[src/rtl/sram_bist_pkg.sv]
// Shared constants, FSM states and march phase encoding for the SRAM self-test engine.
package sram_bist_pkg;

  localparam logic [1:0] MODE_ACOMP  = 2'd0;
  localparam logic [1:0] MODE_CHK    = 2'd1;
  localparam logic [1:0] MODE_MARCH  = 2'd2;
  localparam logic [1:0] MODE_VERIFY = 2'd3;

  typedef enum logic [2:0] {
    IDLE,
    WR_REQ,
    WR_WAIT,
    RD_REQ,
    RD_WAIT,
    INJ_REQ,
    INJ_WAIT,
    DONE
  } state_t;

  // PH_R0W1 reads zeros and writes ones at each address before stepping.
  typedef enum logic [1:0] {
    PH_W0,
    PH_R0W1,
    PH_R1
  } phase_t;

endpackage

[src/rtl/sram_bist_patgen.sv]
// Combinational test-pattern generator: expected read word and write word for (mode, phase, address).
module sram_bist_patgen
  import sram_bist_pkg::*;
#(
  parameter int AW = 18,
  parameter int DW = 16
) (
  input  logic [1:0]    mode,
  input  phase_t        phase,
  input  logic [AW-1:0] a,
  output logic [DW-1:0] exp_dat,
  output logic [DW-1:0] wr_dat
);

  logic [DW-1:0] chk;

  always_comb begin
    chk = '0;
    // Odd addresses get 0101..., even addresses 1010...
    for (int i = 0; i < DW; i++) begin
      chk[i] = a[0] ^ i[0];
    end

    exp_dat = ~DW'(a);
    wr_dat  = ~DW'(a);
    case (mode)
      MODE_CHK: begin
        exp_dat = chk;
        wr_dat  = chk;
      end
      MODE_MARCH: begin
        exp_dat = (phase == PH_R1) ? {DW{1'b1}} : {DW{1'b0}};
        wr_dat  = (phase == PH_W0) ? {DW{1'b0}} : {DW{1'b1}};
      end
      default: ;
    endcase
  end

endmodule

[src/rtl/sram_bist.sv]
// SRAM self-test engine driving sram_ctrl requests; one request per ready window,
// first mem pulse two cycles after start, stalls in *_REQ/*_WAIT while ready is low.
module sram_bist
  import sram_bist_pkg::*;
#(
  parameter int AW    = 18,
  parameter int DW    = 16,
  parameter int ERR_W = 16
) (
  input  logic             clk,
  input  logic             reset_n,
  input  logic             start,
  input  logic [1:0]       mode,
  input  logic             inject,
  input  logic [AW-1:0]    inj_addr,
  output logic             busy,
  output logic             done,
  output logic             pass,
  output logic [ERR_W-1:0] err_cnt,
  output logic [AW-1:0]    fail_addr,
  output logic             fail_valid,
  output logic [7:0]       inj_cnt,
  input  logic             ready,
  input  logic [DW-1:0]    data_s2f,
  output logic             mem,
  output logic             rw,
  output logic [AW-1:0]    addr,
  output logic [DW-1:0]    data_f2s
);

  localparam logic [AW-1:0] TOP = '1;

  state_t        state_q, state_d;
  phase_t        phase_q, phase_d;
  logic [1:0]    mode_q, mode_d;
  logic [AW-1:0] cnt_q, cnt_d;

  logic          issue, issue_rw, cmp, clr, inj_done, fin;
  logic [DW-1:0] issue_wdat;
  logic [DW-1:0] exp_dat, wr_dat;
  logic          mismatch;

  sram_bist_patgen #(.AW(AW), .DW(DW)) u_patgen (
    .mode    (mode_q),
    .phase   (phase_q),
    .a       (cnt_q),
    .exp_dat (exp_dat),
    .wr_dat  (wr_dat)
  );

  assign busy     = (state_q != IDLE);
  assign mismatch = (data_s2f != exp_dat);

  always_comb begin
    state_d    = state_q;
    phase_d    = phase_q;
    mode_d     = mode_q;
    cnt_d      = cnt_q;
    issue      = 1'b0;
    issue_rw   = 1'b1;
    issue_wdat = wr_dat;
    cmp        = 1'b0;
    clr        = 1'b0;
    inj_done   = 1'b0;
    fin        = 1'b0;

    case (state_q)
      IDLE: begin
        if (start) begin
          clr     = 1'b1;
          mode_d  = mode;
          phase_d = PH_W0;
          cnt_d   = '0;
          state_d = (mode == MODE_VERIFY) ? RD_REQ : WR_REQ;
        end else if (inject) begin
          cnt_d   = inj_addr;
          state_d = INJ_REQ;
        end
      end
      WR_REQ: begin
        if (ready) begin
          issue    = 1'b1;
          issue_rw = 1'b0;
          state_d  = WR_WAIT;
        end
      end
      RD_REQ: begin
        if (ready) begin
          issue   = 1'b1;
          state_d = RD_WAIT;
        end
      end
      INJ_REQ: begin
        issue_wdat = '1;
        if (ready) begin
          issue    = 1'b1;
          issue_rw = 1'b0;
          state_d  = INJ_WAIT;
        end
      end
      // ready is still high while our own mem pulse is out, so that cycle never completes an access.
      WR_WAIT: begin
        if (!mem && ready) begin
          if (mode_q == MODE_MARCH && phase_q == PH_R0W1) begin
            state_d = RD_REQ;
            if (cnt_q == TOP) phase_d = PH_R1;
            else              cnt_d   = cnt_q + AW'(1);
          end else if (cnt_q == TOP) begin
            cnt_d   = '0;
            state_d = RD_REQ;
            if (mode_q == MODE_MARCH) phase_d = PH_R0W1;
          end else begin
            cnt_d   = cnt_q + AW'(1);
            state_d = WR_REQ;
          end
        end
      end
      RD_WAIT: begin
        if (!mem && ready) begin
          cmp = 1'b1;
          if (mode_q == MODE_MARCH && phase_q == PH_R0W1) begin
            state_d = WR_REQ;
          end else if (mode_q == MODE_MARCH) begin
            if (cnt_q == '0) state_d = DONE;
            else begin
              cnt_d   = cnt_q - AW'(1);
              state_d = RD_REQ;
            end
          end else if (cnt_q == TOP) begin
            state_d = DONE;
          end else begin
            cnt_d   = cnt_q + AW'(1);
            state_d = RD_REQ;
          end
        end
      end
      INJ_WAIT: begin
        if (!mem && ready) begin
          inj_done = 1'b1;
          state_d  = IDLE;
        end
      end
      DONE: begin
        fin     = 1'b1;
        state_d = IDLE;
      end
      default: state_d = IDLE;
    endcase
  end

  always_ff @(posedge clk or negedge reset_n) begin
    if (!reset_n) begin
      state_q    <= IDLE;
      phase_q    <= PH_W0;
      mode_q     <= MODE_ACOMP;
      cnt_q      <= '0;
      mem        <= 1'b0;
      rw         <= 1'b1;
      addr       <= '0;
      data_f2s   <= '0;
      done       <= 1'b0;
      pass       <= 1'b0;
      err_cnt    <= '0;
      fail_addr  <= '0;
      fail_valid <= 1'b0;
      inj_cnt    <= '0;
    end else begin
      state_q <= state_d;
      phase_q <= phase_d;
      mode_q  <= mode_d;
      cnt_q   <= cnt_d;
      mem     <= issue;
      if (issue) begin
        rw       <= issue_rw;
        addr     <= cnt_q;
        data_f2s <= issue_wdat;
      end
      done <= fin;
      if (clr) begin
        err_cnt    <= '0;
        fail_valid <= 1'b0;
        pass       <= 1'b0;
      end else if (cmp && mismatch) begin
        if (err_cnt != '1) err_cnt <= err_cnt + ERR_W'(1);
        if (!fail_valid) begin
          fail_addr  <= cnt_q;
          fail_valid <= 1'b1;
        end
      end
      if (fin) pass <= (err_cnt == '0);
      if (inj_done) inj_cnt <= inj_cnt + 8'd1;
    end
  end

endmodule

[config.mk]
export PLATFORM = sky130hd
export DESIGN_NAME = sram_bist
export DESIGN_NICKNAME = d
export VERILOG_FILES = /design/src/rtl/sram_bist_pkg.sv /design/src/rtl/sram_bist_patgen.sv /design/src/rtl/sram_bist.sv
export SDC_FILE = /design/constraint.sdc
export NUM_CORES = 1
export LEC_CHECK = 0
export CORE_UTILIZATION = 48
export DETAILED_ROUTE_END_ITERATION = 10
export PLACE_DENSITY = 0.78
export REMOVE_ABC_BUFFERS = 1
export SYNTH_ARGS = -nofsm -noshare
export SYNTH_HDL_FRONTEND = slang
export SYNTH_SLANG_ARGS = --single-unit
[constraint.sdc]
create_clock -name clk -period 5.5 [get_ports clk]
set_clock_uncertainty 0.05 [all_clocks]
set_input_delay 1.1 -clock clk [delete_from_list [all_inputs] [get_ports clk]]
set_output_delay 1.1 -clock clk [all_outputs]
set_load 0.01 [all_outputs]
==> results of run 1 <==
## power breakdown
part | internal, W | switching (W) | total, W
Sequential | 0.00108 | 0.000479 | 0.00156
Clock | 0.000323 | 0.000304 | 0.000627
Combinational | 0.00101 | 0.000991 | 0.00200
Total | 0.00242 | 0.00177 | 0.00419
## Yosys cell counts, types with 14 or more instances
cell / number / area, um2
a21oi_1: 60 / 300.3
nand2_1: 57 / 214.0
xnor2_1: 16 / 140.1
mux2_2: 29 / 326.6
clkbuf_1: 38 / 142.6
o21ai_0: 44 / 220.2
dfrtp_1: 105 / 2628
nor2_1: 52 / 195.2
xor2_1: 14 / 122.6
nand4_1: 17 / 106.4
nand3_1: 20 / 100.1
and3_1: 19 / 118.9
o21a_1: 15 / 112.6
## routing by layer
| layer | global-route usage | vias up | share of wire |
|---|---|---|---|
| li1 | - | 2682 | - |
| met1 | 0.3704 | 2898 | 0.42 |
| met2 | 0.4434 | 306 | 0.46 |
| met3 | 0.05812 | 39 | 0.091 |
| met4 | 0.1436 | 0 | 0.033 |
| met5 | 0 | - | 0 |
## area by class of cell
cell class,instances,share of cell area
clock buffer,11,0.03099
clock inverter,5,0.004792
inverter,10,0.004792
multi-input combinational,512,0.4327
sequential,106,0.3388
tap,172,0.02748
timing repair buffer,127,0.1604
## flip-flops by register name, summed over array words and instances, names as in the netlist
signal	count
phase_q	2
data_f2s	16
fail_addr	18
addr	18
fail_valid	1
err_cnt	16
mem	1
pass	1
mode_q	2
rw	1
done	1
state_q	3
cnt_q	18
inj_cnt	8
## final timing paths
path	slack, ps	endpoint	startpoint
min in group asynchronous	810	err_cnt[6]$_DFFE_PN0P_	reset_n
max in group asynchronous	3540	cnt_q[0]$_DFFE_PN0P_	reset_n
hold / removal	420	inj_cnt[7]$_DFFE_PN0P_	inj_cnt[7]$_DFFE_PN0P_
hold reg to reg	420	inj_cnt[7]$_DFFE_PN0P_	inj_cnt[7]$_DFFE_PN0P_
setup reg to reg	1850	cnt_q[3]$_DFFE_PN0P_	state_q[2]$_DFFE_PN0P_
setup / recovery	1770	fail_addr[13]$_DFFE_PN0P_	data_s2f[4]
## logic make-up after synthesis
group | Yosys count
AO/OA/AOI/OAI | 198
XOR/XNOR | 30
adder cells (fa/ha/maj) | 9
buffers and inverters | 62
flip-flops | 106
multiplexers | 42
AND/OR/NAND/NOR | 233
## metrics by stage
step,power [W],hold WS (ps),instances,worst slack (ps)
6_report,0.004188,419.1,943,1767
5_1_grt,0.004451,453.5,943,1661
4_1_cts,0.004179,428.0,943,1810
3_5_place_dp,0.003535,419.2,927,1451
3_3_place_gp,0.003469,408.9,927,1501
2_1_floorplan,0.002609,453.9,628,1787
## placed cells by master, fill, tap and decap left out, types with 5 or more instances in the layout
cell and count:
a211oi_1 6, a21oi_1 59, a221oi_1 10, a22o_1 5
a22oi_1 6, a31oi_1 9, and3_1 19, buf_4 6
clkbuf_16 9, clkdlybuf4s50_1 121, dfrtp_1 105, ha_1 9
inv_1 9, mux2_2 29, mux2_4 10, nand2_1 57
nand3_1 20, nand4_1 17, nor2_1 52, nor3_1 11
nor4_1 12, o21a_1 15, o21ai_0 44, o22ai_1 6
o31ai_1 7, or3_1 11, or4_1 6, xnor2_1 16
xor2_1 14
==> results.json, run 1 <==
{
  "min_path_type": "reg -> reg",
  "cp_slowest_stage_delay_ps": 480,
  "status": "finished, final reports clean",
  "synthSimpleGateAreaFrac": 0.1905,
  "vias": 5925,
  "route.detailed.drc": 0,
  "yosysUniqueCellTypes": 63,
  "num_rows": 41,
  "grt_max_degree": 70,
  "core_area_um2": 12720,
  "rsz0062_at_grt": "no",
  "grt_pass1_wl_mm": 29.29,
  "cts_buffers": 9,
  "timing.fmax_mhz": 267.9,
  "cp.required_ps": 5690,
  "path_cells": "clkdlybuf4s50_1, a22o_1, a221oi_1, nand4_1, a221o_1, a2111oi_4, buf_4, nor3_4, buf_4, mux2_4",
  "worst_slew_pin_slew_ps": 1138,
  "postSynthCellCount": 680,
  "synth.avg_cell_area_um2": 9.252,
  "placed_cell_area_um2": 7552,
  "synth_top_flop_cell": "dfrtp_1",
  "min_path_cells": 1,
  "path_common_cell": "buf_4",
  "reg2reg_depth": 5,
  "final_area_um2": 7833,
  "synth.area.mux_share": 0.08055,
  "fin_crit_sh": 0.6787,
  "die_w_um": 116.5,
  "start_kind": "input pin",
  "dp_hpwl_mm": 12.44,
  "slew_viol_final": 0,
  "grt_use_total": 0.2824,
  "htree_num_levels": 3,
  "dieArea_um2": 13570,
  "async_flop_share": 1.000,
  "final_nets": 816,
  "slew_headroom": 0.2395,
  "fill_cells": 1127,
  "drtIter0Drc": 641,
  "final_core_util": 0.6157,
  "viasPerCell": 6.283,
  "clock_sinks": 106,
  "antenna_cells": 0,
  "worst_path_max_delay_cell": "clkdlybuf4s50_1",
  "drive_above_1_share": 0.09339,
  "cp-end-kind": "flop",
  "cts_resized": 0,
  "drt_wl_total_mm": 18.19,
  "area_growth_pct": 24.50,
  "first_global_vias": 5697,
  "regArea_um2": 2654,
  "min_period_ps": 3733,
  "initial_core_util": 0.4945,
  "p_per_area_nw_per_um2": 534.7,
  "path_class": "in -> reg",
  "crit_arrival_ps": 3920,
  "chipHeight_um": 116.5,
  "grt.overflow.total": 0,
  "ys_seq_area_frac": 0.4218,
  "multi_input_area_um2": 3390,
  "firstDrtPassIters": 6,
  "cts_max_path_buffers": 2,
  "cts_tree": "done",
  "path_depth": 10,
  "synth_edf_count": 0,
  "cts_hold_buf": 0,
  "path_clk_slew_ps": 70,
  "port_buffers": 122,
  "synth_top_family_by_area": "compound AO/OA/AOI/OAI gates",
  "cap_violations": 0,
  "worstSkewPairLatency_ps": 360,
  "synth_compound_area_frac": 0.2062,
  "detail_route.wl_per_cell_um": 19.29,
  "crit_fanout": 33,
  "finalSetupViolations": 0,
  "clockRootBuffer": "clkbuf_16",
  "postCtsSetupBuffers": 0,
  "ys_warn_count": 0,
  "hold_viol": 0,
  "crit_buf_inv": 3,
  "syn_area_um2": 6291,
  "peakVddDrop_mv": 0.2776,
  "synthAdderAreaFrac": 0.01790,
  "num_io_pins": 123,
  "fin_tns_setup_ps": 0,
  "antenna_found_initial": 0,
  "synth-xor-area-share": 0.04177,
  "cp_top_family": "compound AO/OA/AOI/OAI gates",
  "antenna_left": 0,
  "ys_ff_latch": 106,
  "power_leakage_nw": 3.036,
  "gp_congestion": 0.9413
}
Power figures use the tool's default switching activity.
==> run 2, diff against run 1 <==
- PLACE_DENSITY: 0.78 -> 0.81
- clock period: 5.5 -> 3.4 ns (I/O delays scaled with it)
==> results.json, run 2 (synthesis results as in run 1) <==
{
  "clockRootBuffer": "clkbuf_16",
  "place_ws_ps": -146.7,
  "worst_slew_pin_slew_ps": 1217,
  "fill_cells": 1053,
  "postCtsSetupBuffers": 0,
  "cp.required_ps": 3590,
  "slew_headroom": 0.1857,
  "worstSkewPairLatency_ps": 360,
  "fin_crit_sh": 0.9323,
  "grt_max_degree": 62,
  "grt_pass1_wl_mm": 29.35,
  "first_global_vias": 5753,
  "layout_commonest_cell": "clkdlybuf4s50_1",
  "viasPerCell": 6.210,
  "die_w_um": 116.5,
  "timing.fmax_mhz": 315.5,
  "cts_max_path_buffers": 2,
  "rsz0062_at_grt": "no",
  "area_growth_pct": 28.62,
  "path_class": "in -> reg",
  "chipHeight_um": 116.5,
  "crit_arrival_ps": 3360,
  "reg.largest.list": "addr (18), cnt_q (18), fail_addr (18)",
  "min_path_type": "in -> async",
  "core_area_um2": 12720,
  "num_rows": 41,
  "gp_congestion": 0.9096,
  "dp_hpwl_mm": 13.04,
  "cts_tree": "done",
  "clock_sinks": 106,
  "cap_violations": 0,
  "antenna_found_initial": 0,
  "setup_ws_ps": 230.2,
  "holdWs_ps": 271.1,
  "layout_common_cells": "clkdlybuf4s50_1, dfrtp_1, a21oi_1",
  "hold_viol": 0,
  "power_leakage_nw": 3.193,
  "slew_viol_final": 0,
  "path_common_cell": "a31oi_1",
  "antenna_left": 0,
  "route.detailed.drc": 0,
  "dieArea_um2": 13570,
  "antenna_cells": 0,
  "drtIter0Drc": 591,
  "fin_tns_setup_ps": 0,
  "detail_route.wl_per_cell_um": 19.03,
  "min_period_ps": 3170,
  "placed_cell_area_um2": 7810,
  "p_per_area_nw_per_um2": 872.5,
  "cp_top_family": "simple AND/OR/NAND/NOR gates",
  "final_nets": 847,
  "drt_wl_total_mm": 18.54,
  "vias": 6049,
  "grt.overflow.total": 0,
  "cts_buffers": 9,
  "worst_path_max_delay_cell": "nor3_4",
  "path_clk_slew_ps": 70,
  "finalSetupViolations": 0,
  "peakVddDrop_mv": 0.4562,
  "port_buffers": 122,
  "grt_use_total": 0.2808,
  "htree_num_levels": 3,
  "regArea_um2": 2654,
  "start_kind": "input pin",
  "multi_input_area_um2": 3390,
  "drive_above_1_share": 0.1284,
  "cp-end-kind": "flop",
  "path_cells": "clkdlybuf4s50_1, and3_1, a31oi_1, nor4_1, a31oi_1, a2111oi_4, nor3_4, mux2_2",
  "num_io_pins": 123,
  "firstDrtPassIters": 5,
  "crit_buf_inv": 1,
  "cp_slowest_stage_delay_ps": 980,
  "status": "finished, final reports clean",
  "final_area_um2": 8092,
  "cts_hold_buf": 0,
  "cts_resized": 0,
  "crit_fanout": 18,
  "initial_core_util": 0.4945
}
-- run 2: cell count changes in the layout (fill, tap and decap cells not counted) --
cell,change
buf_12,+2
buf_4,+29
clkinv_2,-1
clkinv_4,+2
inv_8,-1
-- run 2: final cells by class --
type / instances / area share
multi-input cells: 512 / 0.4189
flip-flops and latches: 106 / 0.3280
repair buffers: 158 / 0.1871
clock buffers: 11 / 0.03000
well taps: 172 / 0.02660
clock inverters: 5 / 0.004794
inverters: 10 / 0.004639
-- run 2: layer usage --
layer,up-vias,global-route usage,wire (um)
met5,-,0,0
met4,0,0.1419,609
met3,39,0.03944,1361
met2,311,0.4497,8659
met1,2941,0.3727,7909
li1,2758,-,-
-- run 2: path summary, 6_finish.rpt --
kind / from / end / slack, ps / cells after the start
worst max-delay path: data_s2f[5] / fail_addr[17]$_DFFE_PN0P_ / 230 / 8
worst min-delay path: reset_n / err_cnt[9]$_DFFE_PN0P_ / 270 / 1
worst max register to register: mode_q[0]$_DFFE_PN0P_ / fail_addr[17]$_DFFE_PN0P_ / 240 / 10
worst min register to register: inj_cnt[7]$_DFFE_PN0P_ / inj_cnt[7]$_DFFE_PN0P_ / 420 / 1
max in group asynchronous: reset_n / rw$_DFFE_PN1P_ / 2280 / 2
min in group clk: inj_cnt[7]$_DFFE_PN0P_ / inj_cnt[7]$_DFFE_PN0P_ / 420 / 1
-- run 2: power by group --
group	switching, W	total (W)	internal (W)
Clock	0.000496	0.00102	0.000522
Combinational	0.00188	0.00371	0.00183
Sequential	0.000574	0.00233	0.00176
-- run 2: through the flow --
step	power [W]	instances	utilization
2_1_floorplan	0.004221	628	-
3_3_place_gp	0.005903	958	0.6139
3_5_place_dp	0.006003	958	0.6139
4_1_cts	0.007045	974	0.6360
5_1_grt	0.007485	974	0.6360
6_report	0.007059	974	0.6360
